## config.mk

```make
export PLATFORM = sky130hd
export DESIGN_NAME = cash_dispense_ctrl
export DESIGN_NICKNAME = d
export VERILOG_FILES = /design/src/rtl/atm_pkg.sv /design/src/rtl/cash_dispense_ctrl_note_pick.sv /design/src/rtl/cash_dispense_ctrl.sv
export SDC_FILE = /design/constraint.sdc
export NUM_CORES = 1
export LEC_CHECK = 0
export ABC_AREA = 1
export CELL_PAD_IN_SITES_DETAIL_PLACEMENT = 1
export CELL_PAD_IN_SITES_GLOBAL_PLACEMENT = 1
export CORE_MARGIN = 8
export CORE_UTILIZATION = 43
export CTS_CLUSTER_DIAMETER = 30
export DETAILED_ROUTE_END_ITERATION = 7
export GPL_ROUTABILITY_DRIVEN = 0
export PLACE_DENSITY_LB_ADDON = 0.12
export REMOVE_ABC_BUFFERS = 1
export SKIP_LAST_GASP = 1
export SLEW_MARGIN = 15
export SYNTH_ARGS = -nofsm -noshare
export SYNTH_HDL_FRONTEND = slang
export SYNTH_SLANG_ARGS = --single-unit
```

## constraint.sdc

```tcl
create_clock -name clk -period 5 [get_ports clk]
set_clock_uncertainty 0.05 [all_clocks]
set_input_delay 1 -clock clk [delete_from_list [all_inputs] [get_ports clk]]
set_output_delay 1 -clock clk [all_outputs]
set_load 0.005 [all_outputs]
```

## src/rtl/atm_pkg.sv

```systemverilog
// rtl/atm_pkg.sv - shared types and constants for the cash dispense controller
package atm_pkg;

  typedef enum logic [2:0] {
    ST_IDLE,
    ST_CHECK,
    ST_DISPENSE,
    ST_GAP,
    ST_DONE
  } state_e;

  localparam logic [1:0] SEL_100 = 2'b00;
  localparam logic [1:0] SEL_200 = 2'b01;
  localparam logic [1:0] SEL_500 = 2'b10;

  localparam logic [1:0] STAT_OK      = 2'b00;
  localparam logic [1:0] STAT_INVALID = 2'b01;
  localparam logic [1:0] STAT_INSUFF  = 2'b10;

  localparam int DENOM_500 = 500;
  localparam int DENOM_200 = 200;
  localparam int DENOM_100 = 100;

endpackage

```

## src/rtl/cash_dispense_ctrl_note_pick.sv

```systemverilog
// rtl/cash_dispense_ctrl_note_pick.sv - combinational greedy note picker
module note_pick
  import atm_pkg::*;
#(
  parameter int AMT_W = 16,
  parameter int CNT_W = 8
) (
  input  logic [AMT_W-1:0] rem_i,
  input  logic [CNT_W-1:0] c500_i,
  input  logic [CNT_W-1:0] c200_i,
  input  logic [CNT_W-1:0] c100_i,
  output logic [1:0]       sel_o,
  output logic             valid_o
);

  always_comb begin
    sel_o   = SEL_100;
    valid_o = 1'b1;
    if (rem_i >= AMT_W'(DENOM_500) && c500_i != '0) begin
      sel_o = SEL_500;
    end else if (rem_i >= AMT_W'(DENOM_200) && c200_i != '0) begin
      sel_o = SEL_200;
    end else if (rem_i >= AMT_W'(DENOM_100) && c100_i != '0) begin
      sel_o = SEL_100;
    end else begin
      valid_o = 1'b0;
    end
  end

endmodule

```

## src/rtl/cash_dispense_ctrl.sv

```systemverilog
// rtl/cash_dispense_ctrl.sv - all-or-nothing ATM note dispense controller
module cash_dispense_ctrl
  import atm_pkg::*;
#(
  parameter int AMT_W    = 16,
  parameter int CNT_W    = 8,
  parameter int INIT_500 = 20,
  parameter int INIT_200 = 20,
  parameter int INIT_100 = 40
) (
  input  logic             clk,
  input  logic             rst,
  input  logic             req_valid,
  input  logic [AMT_W-1:0] req_amount,
  output logic             req_ready,
  input  logic             mech_busy,
  input  logic             refill,
  output logic             note_pulse,
  output logic [1:0]       note_sel,
  output logic             done,
  output logic [1:0]       status,
  output logic [CNT_W-1:0] inv_500,
  output logic [CNT_W-1:0] inv_200,
  output logic [CNT_W-1:0] inv_100
);

  state_e           state_q, state_d;
  logic [AMT_W-1:0] rem_q, rem_d, sh_rem_q, sh_rem_d;
  logic [CNT_W-1:0] inv500_q, inv500_d, inv200_q, inv200_d, inv100_q, inv100_d;
  logic [CNT_W-1:0] sh500_q, sh500_d, sh200_q, sh200_d, sh100_q, sh100_d;
  logic             pulse_q, pulse_d;
  logic [1:0]       sel_q, sel_d, status_q, status_d;

  logic             in_check, pk_valid;
  logic [1:0]       pk_sel;
  logic [AMT_W-1:0] pk_amt;

  // One picker serves both the dry-run (shadow) and the real dispense pass.
  assign in_check = (state_q == ST_CHECK);

  note_pick #(.AMT_W(AMT_W), .CNT_W(CNT_W)) u_pick (
    .rem_i   (in_check ? sh_rem_q : rem_q),
    .c500_i  (in_check ? sh500_q  : inv500_q),
    .c200_i  (in_check ? sh200_q  : inv200_q),
    .c100_i  (in_check ? sh100_q  : inv100_q),
    .sel_o   (pk_sel),
    .valid_o (pk_valid)
  );

  always_comb begin
    case (pk_sel)
      SEL_500: pk_amt = AMT_W'(DENOM_500);
      SEL_200: pk_amt = AMT_W'(DENOM_200);
      default: pk_amt = AMT_W'(DENOM_100);
    endcase
  end

  always_comb begin
    state_d  = state_q;
    rem_d    = rem_q;
    sh_rem_d = sh_rem_q;
    inv500_d = inv500_q;
    inv200_d = inv200_q;
    inv100_d = inv100_q;
    sh500_d  = sh500_q;
    sh200_d  = sh200_q;
    sh100_d  = sh100_q;
    pulse_d  = 1'b0;
    sel_d    = sel_q;
    status_d = status_q;
    case (state_q)
      ST_IDLE: begin
        if (req_valid) begin
          rem_d    = req_amount;
          sh_rem_d = req_amount;
          if (req_amount == '0 || (req_amount % AMT_W'(DENOM_100)) != '0) begin
            status_d = STAT_INVALID;
            state_d  = ST_DONE;
          end else begin
            sh500_d = inv500_q;
            sh200_d = inv200_q;
            sh100_d = inv100_q;
            state_d = ST_CHECK;
          end
        end else if (refill) begin
          inv500_d = CNT_W'(INIT_500);
          inv200_d = CNT_W'(INIT_200);
          inv100_d = CNT_W'(INIT_100);
        end
      end
      ST_CHECK: begin
        if (sh_rem_q == '0) begin
          state_d = ST_DISPENSE;
        end else if (pk_valid) begin
          sh_rem_d = sh_rem_q - pk_amt;
          case (pk_sel)
            SEL_500: sh500_d = sh500_q - 1'b1;
            SEL_200: sh200_d = sh200_q - 1'b1;
            default: sh100_d = sh100_q - 1'b1;
          endcase
        end else begin
          status_d = STAT_INSUFF;
          state_d  = ST_DONE;
        end
      end
      ST_DISPENSE: begin
        if (!mech_busy) begin
          if (pk_valid) begin
            pulse_d = 1'b1;
            sel_d   = pk_sel;
            rem_d   = rem_q - pk_amt;
            case (pk_sel)
              SEL_500: inv500_d = inv500_q - 1'b1;
              SEL_200: inv200_d = inv200_q - 1'b1;
              default: inv100_d = inv100_q - 1'b1;
            endcase
            state_d = ST_GAP;
          end else begin
            status_d = STAT_INSUFF;
            state_d  = ST_DONE;
          end
        end
      end
      ST_GAP: begin
        if (rem_q == '0) begin
          status_d = STAT_OK;
          state_d  = ST_DONE;
        end else begin
          state_d = ST_DISPENSE;
        end
      end
      default: state_d = ST_IDLE;
    endcase
  end

  always_ff @(posedge clk or posedge rst) begin
    if (rst) begin
      state_q  <= ST_IDLE;
      rem_q    <= '0;
      sh_rem_q <= '0;
      inv500_q <= CNT_W'(INIT_500);
      inv200_q <= CNT_W'(INIT_200);
      inv100_q <= CNT_W'(INIT_100);
      sh500_q  <= '0;
      sh200_q  <= '0;
      sh100_q  <= '0;
      pulse_q  <= 1'b0;
      sel_q    <= SEL_100;
      status_q <= STAT_OK;
    end else begin
      state_q  <= state_d;
      rem_q    <= rem_d;
      sh_rem_q <= sh_rem_d;
      inv500_q <= inv500_d;
      inv200_q <= inv200_d;
      inv100_q <= inv100_d;
      sh500_q  <= sh500_d;
      sh200_q  <= sh200_d;
      sh100_q  <= sh100_d;
      pulse_q  <= pulse_d;
      sel_q    <= sel_d;
      status_q <= status_d;
    end
  end

  assign req_ready  = (state_q == ST_IDLE);
  assign done       = (state_q == ST_DONE);
  assign note_pulse = pulse_q;
  assign note_sel   = sel_q;
  assign status     = status_q;
  assign inv_500    = inv500_q;
  assign inv_200    = inv200_q;
  assign inv_100    = inv100_q;

endmodule

```

## After elaboration in Yosys (flattened, before gate mapping)

Cells that the tools add are included.
W data, S select, Z words.

| storage, ports and cells | value |
|---|---|
| bits in registers | 88 |
| latch bits | 0 |
| bits in writable memories | 0 |
| ROM bits | 0 |
| bits of input ports | 21 |
| output and inout port bits | 31 |
| memories kept | 0 |

| cells by class | value |
|---|---|
| add/sub/neg operators | 8 |
| multiply operators | 0 |
| divide/modulo/power cells | 1 |
| $lt $le $gt $ge | 3 |
| equality and inequality tests | 23 |
| shift operators | 0 |
| mux-type cells | 69 |
| bitwise gates (word level) | 1 |
| reductions and logical operators | 27 |

Operators by type and width:

| cell | number |
|---|---|
| $mux W8 | 31 |
| $mux W16 | 6 |
| $pmux W8 S2 | 6 |
| $pmux W16 S2 | 2 |
| $logic_not A16 Y1 | 3 |
| $sub A8 B1 Y8 const B | 6 |
| $reduce_and A6 Y1 | 7 |
| $sub A16 B16 Y16 | 2 |
| $reduce_bool A8 Y1 | 3 |
| $mux W3 | 7 |
| $ne A2 B2 Y1 const B | 9 |
| $pmux W9 S2 | 1 |
| $ge A16 B7 Y1 const B | 1 |
| $ge A16 B8 Y1 const B | 1 |
| $ge A16 B9 Y1 const B | 1 |
| $mod A16 B7 Y16 const B | 1 |
| $reduce_bool A16 Y1 | 1 |
| $mux W2 | 7 |
| $ne A2 B1 Y1 const B | 7 |
| $pmux W3 S4 | 1 |
| $pmux W2 S4 | 1 |
| $reduce_and A4 Y1 | 2 |
| $mux W1 | 7 |
| $eq A3 B2 Y1 const B | 2 |
| 13 further kinds | 17 |

## Logic depth before layout (Yosys ltp)

| depth | value |
|---|---|
| depth after elaboration | 12 |
| gate-level depth with buffers | 56 |
| mapped depth without buffers | 55 |

## Hierarchy

A second synthesis with hierarchy kept.

| unflattened totals | value |
|---|---|
| cells, all modules | 1137 |
| area total of the unflattened synthesis | 7352.1 um^2 |

By module, submodules not included:

| module | instances | cells an instance | area each (um^2) | sequential area each (um^2) |
|---|---|---|---|---|
| cash_dispense_ctrl | 1 | 1082 | 7114.3 | 2209.6 |
| note_pick | 1 | 55 | 237.7 | 0.0 |

## Worst setup path after synthesis

Ideal clock, no wire load.

| timing path | value |
|---|---|
| path type | input -> register |
| start | in req_amount[14] |
| end | reg sh500_q[0] |
| data arrival time | 5.283 ns |
| data required time | 4.833 ns |
| path slack | -0.450 ns |
| cell stages on the path | 49 |
| buffers on the path | 1 |
| cell sequence | buf_6 nand2_2 inv_2 nand3_2 nand4_2 nand2_2 nand2_2 nand2_1 nand2_2 nor2_1 nand2_2 nand2_2 nand3b_1 nand2_1 inv_2 nand3_2 nand2_2 nand2_2 (+13 left out) nand2_1 nor2_4 nand2_4 nand2_4 nand2_2 nand4_2 nand2_2 nand2_4 nand2_2 nand2_1 nor2_2 nand2_1 nand3_1 nand2_2 o21bai_4 nand2_2 nand2_1 nand2_1 |

| between the ends | value |
|---|---|
| cells in the longest elaborated chain, start to end | 5 |

Ends and longest elaborated chain:

| item | line | RTL |
|---|---|---|
| start, declared | cash_dispense_ctrl.sv:14 | `input logic [AMT_W-1:0] req_amount,` |
| $mod A16 B7 Y16 | cash_dispense_ctrl.sv:76 | `if (req_amount == '0 \|\| (req_amount % AMT_W'(DENOM_100)) != '0) begin` |
| $reduce_bool A16 Y1 | cash_dispense_ctrl.sv:76 |  |
| $logic_or A1 B1 Y1 (*) | cash_dispense_ctrl.sv:76 |  |
| $ne A2 B2 Y1 (no source line) (*) | - |  |
| $reduce_and A6 Y1 (no source line) (*) | - |  |
| end signal, assigned | cash_dispense_ctrl.sv:144 | `sh500_q <= '0;` |
| end signal, assigned | cash_dispense_ctrl.sv:157 | `sh500_q <= sh500_d;` |
| end, declared | cash_dispense_ctrl.sv:30 | `logic [CNT_W-1:0] sh500_q, sh500_d, sh200_q, sh200_d, sh100_q, sh100_d;` |

Mark *: on every way between the ends. The rest lies on a longest branch, timed or not.
A chain may end at the register's enable or synchronous reset.

## Worst setup path in the final report

| timing path | value |
|---|---|
| start | in req_amount[14] |
| end | reg sh100_q[5] |

| between the ends | value |
|---|---|
| cells in the longest elaborated chain, start to end | 5 |

Ends and longest elaborated chain:

| item | line | RTL |
|---|---|---|
| $mod A16 B7 Y16 | cash_dispense_ctrl.sv:76 |  |
| $reduce_bool A16 Y1 | cash_dispense_ctrl.sv:76 |  |
| $logic_or A1 B1 Y1 (*) | cash_dispense_ctrl.sv:76 |  |
| $ne A2 B2 Y1 (no source line) (*) | - |  |
| $reduce_and A6 Y1 (no source line) (*) | - |  |
| end signal, assigned | cash_dispense_ctrl.sv:146 | `sh100_q <= '0;` |
| end signal, assigned | cash_dispense_ctrl.sv:159 | `sh100_q <= sh100_d;` |
| end, declared | cash_dispense_ctrl.sv:30 |  |

Marks and branches as above.

==> results.md <==
- Outcome: finished with violations
- Failing checks: negative setup slack
- Die Ht: roughly 150 µm
- Wire per inst: between 15 and 20 µm
- DRC Markers: 0
- Most frequent CP cell: nand2_2
- Hold Fails Final Rpt: 0
- Setup CP Type: input pin to flip-flop
- Hold WC Path Type: flip-flop to flip-flop
- Vias: 7,909
- Final wirelength: ~26 mm
- Area contributors post-synth: dfrtp_1, nand2_1, inv_1
- Syn Area/Cell: about 7 µm²
- Worst Tran Pin Value: about 0.88 ns
- CP endpoint kind: flip-flop
- Most common cell after layout, fill and taps aside: nand2_1
- Post-DRT Antenna Nets: 0
- CP startpoint kind: input pin
- Worst-Skew Late Latency: 0.35 ns
- IO Count: 52
- Share of cells above drive strength 1: 0.271
- Cells after DPL: 1,379
- Crit-path max FO: 7
- Unique cell type count in the Yosys netlist: 55
- # diodes: 0
- Slowest cell delay on critical path: 0.18 ns
- Setup violators final: 28
- Die footprint: 0.0212 mm²
- Mapped Cells: roughly 1,100
- Non-filler instance count after layout: 1,427
- CP max stage cell: o21ai_4
- Clock buffer depth: 2
- Rel. slew slack: 0.412
- Clock-pin slew on the worst setup and hold paths: around 0.06 ns
- Buffers on Ports: between 50 and 60
- CTS tree: done
- GRT Util Overall: 0.231
- Die Wd: between 100 and 150 µm
- Vias per cell: ~5.5
- Detailed placement HPWL: approximately 16 mm
- Max Fclk: approximately 0.17 GHz
- Post-route minimum period: around 5.9 ns
- DR iter-0 viols: ~380
- Mapped Area: about 0.0072 mm²
- R2R Setup Slk: about 0.3 ns
- Critical R2R Capture: sh_rem_q[13]$_DFFE_PP0P_
- Critical path data required time: ~5.2 ns
- Clk root buf: clkbuf_16
- Initial antenna violation count: 0
- R2R cell count: 22
- Largest net degree at the start of global routing: around 70
- Most frequent cells in the layout: nand2_1, inv_1, o21ai_0, nor2_1, buf_4
- Yosys top cell area share: 0.284
- Area growth syn-to-layout: 34.8%
- FF+latch count, synth: 88
- CTS buffer count: 9
- Sequential element share of the synthesized area: 0.306
- CP Launch Point: req_amount[14]
- Ys Warns: 0
- First-pass GRT wire length: 41.3 mm
- Reg2Reg Launch Point: state_q[2]$_DFFE_PP0P_
- Post-synth ARST share: 1.00
- RSZ-0062 raised after global routing: yes
- FP Rows: 47
- Nets@finish: ~1,200
- Fin worst setup slack: -0.926 ns
- Max Transition Viols Final: 0
- Initial Util: 0.438
- Vias in the first global route: approximately 8,500
- Max_cap viols: 0
- Critical path arrival: 6.12 ns
- Pre-CTS setup slack: -1.57 ns
- Core Region: 0.0165 mm²
- Final worst path period share: 1.19
- CTS H-tree lvls: 3
- Ys flop type: dfrtp_1
- Clock sink count: 88
- Gr ovfl total: 0
- Synth area leader: dfrtp_1
- Worst Setup EP: sh100_q[5]$_DFFE_PP0P_
- Post-synth EDFFs: 0
- First-pass detailed-route iteration total: 5
==> state kept, by name, summed over array words and instances, names as in the netlist <==
| register | flops |
|---|---|
| status | 2 |
| sh200_q | 8 |
| note_pulse | 1 |
| sh_rem_q | 16 |
| inv_200 | 8 |
| inv_500 | 8 |
| inv_100 | 8 |
| state_q | 3 |
| sh500_q | 8 |
| sh100_q | 8 |
| rem_q | 16 |
| note_sel | 2 |
==> routing by layer <==
| layer | vias up | GRT usage | part of all wire |
|---|---|---|---|
| met4 | 0 | 0.0849 | 0.029 |
| met5 | - | 0 | 0 |
| li1 | 3792 | - | - |
| met1 | 3916 | 0.267 | 0.43 |
| met3 | 59 | 0.0283 | 0.024 |
| met2 | 142 | 0.426 | 0.52 |
==> cells by family (layout without fill, tap and decap cells) <==
| logic type | after synthesis | after routing | synth area share |
|---|---|---|---|
| simple gates | 554 | 554 | 0.369 |
| xor+xnor | 14 | 14 | 0.0170 |
| mux | 7 | 7 | 0.00969 |
| flops | 88 | 88 | 0.306 |
| compound gates | 203 | 203 | 0.161 |
| fa+ha+maj | 20 | 20 | 0.0367 |
| buf+inv | 178 | 321 | 0.101 |
==> layout make-up <==
type / instances / area [µm²]
Fill cell: 2095 / 6770
Multi-Input combinational cell: 798 / 5000
Sequential cell: 88 / 2210
Timing Repair Buffer: 150 / 1360
Inverter: 155 / 603
Tap cell: 220 / 275
Clock buffer: 10 / 239
Clock inverter: 6 / 67.6
==> worst max-delay path: cells and delay by family <==
family	cells	cell delay [ns]
buffers and inverters	7	0.75
AOI/OAI and AO/OA	2	0.27
and+or+nand+nor	45	4.07
==> synth_stat cells, drive strengths merged, types with 2 or more instances <==
master / n
clkinv: 3
inv: 152
or2: 4
dfstp: 6
nand3b: 5
o211ai: 14
a31oi: 7
o22ai: 3
o21bai: 4
a211oi: 2
nand2: 303
nor3: 16
nor2: 93
dfrtp: 82
o21ai: 108
buf: 5
o31ai: 6
nand4: 30
a21oi: 46
ha: 18
mux2i: 7
nand3: 94
o21a: 6
nor4: 6
a21o: 3
clkbuf: 17
xnor2: 2
xor2: 12
fa: 2
==> worst min-delay path by stage <==
stage                                 startpoint                     end  slack, ns  depth (start not counted)
after detailed placement  sh500_q[0]$_DFFE_PP0P_  sh500_q[0]$_DFFE_PP0P_       0.42                          2
after floorplan           sh100_q[0]$_DFFE_PP0P_  sh100_q[0]$_DFFE_PP0P_       0.39                          2
final                      status[1]$_DFFE_PP0P_   status[1]$_DFFE_PP0P_       0.43                          2
after global routing       status[1]$_DFFE_PP0P_   status[1]$_DFFE_PP0P_       0.48                          2
after global placement    sh100_q[0]$_DFFE_PP0P_  sh100_q[0]$_DFFE_PP0P_       0.41                          2
after CTS                 sh500_q[0]$_DFFE_PP0P_  sh500_q[0]$_DFFE_PP0P_       0.43                          2
==> repair_timing <==
action | CTS | global route
pin swaps | 82 | 34
cloned | 1 | 0
setup endpoints to repair | 28 | 32
buffers inserted | 23 | 9
hold buffers | 0 | 0
resized for setup | 151 | 70
==> metrics by stage <==
step | cell area [µm²] | util | hold slack, ns | TNS, ns
6_report | 9750 | 0.590 | 0.431 | -24.15
5_1_grt | 9750 | 0.590 | 0.475 | -35.35
3_5_place_dp | 8420 | 0.509 | 0.415 | -42.12
2_1_floorplan | 7090 | - | 0.392 | -303.73
3_3_place_gp | 8420 | 0.509 | 0.405 | -37.34
4_1_cts | 9420 | 0.570 | 0.431 | -15.91
Power is left out: the tool's default activity adds up to more than one toggle a clock period on the data nets, which glitch-free logic cannot reach.
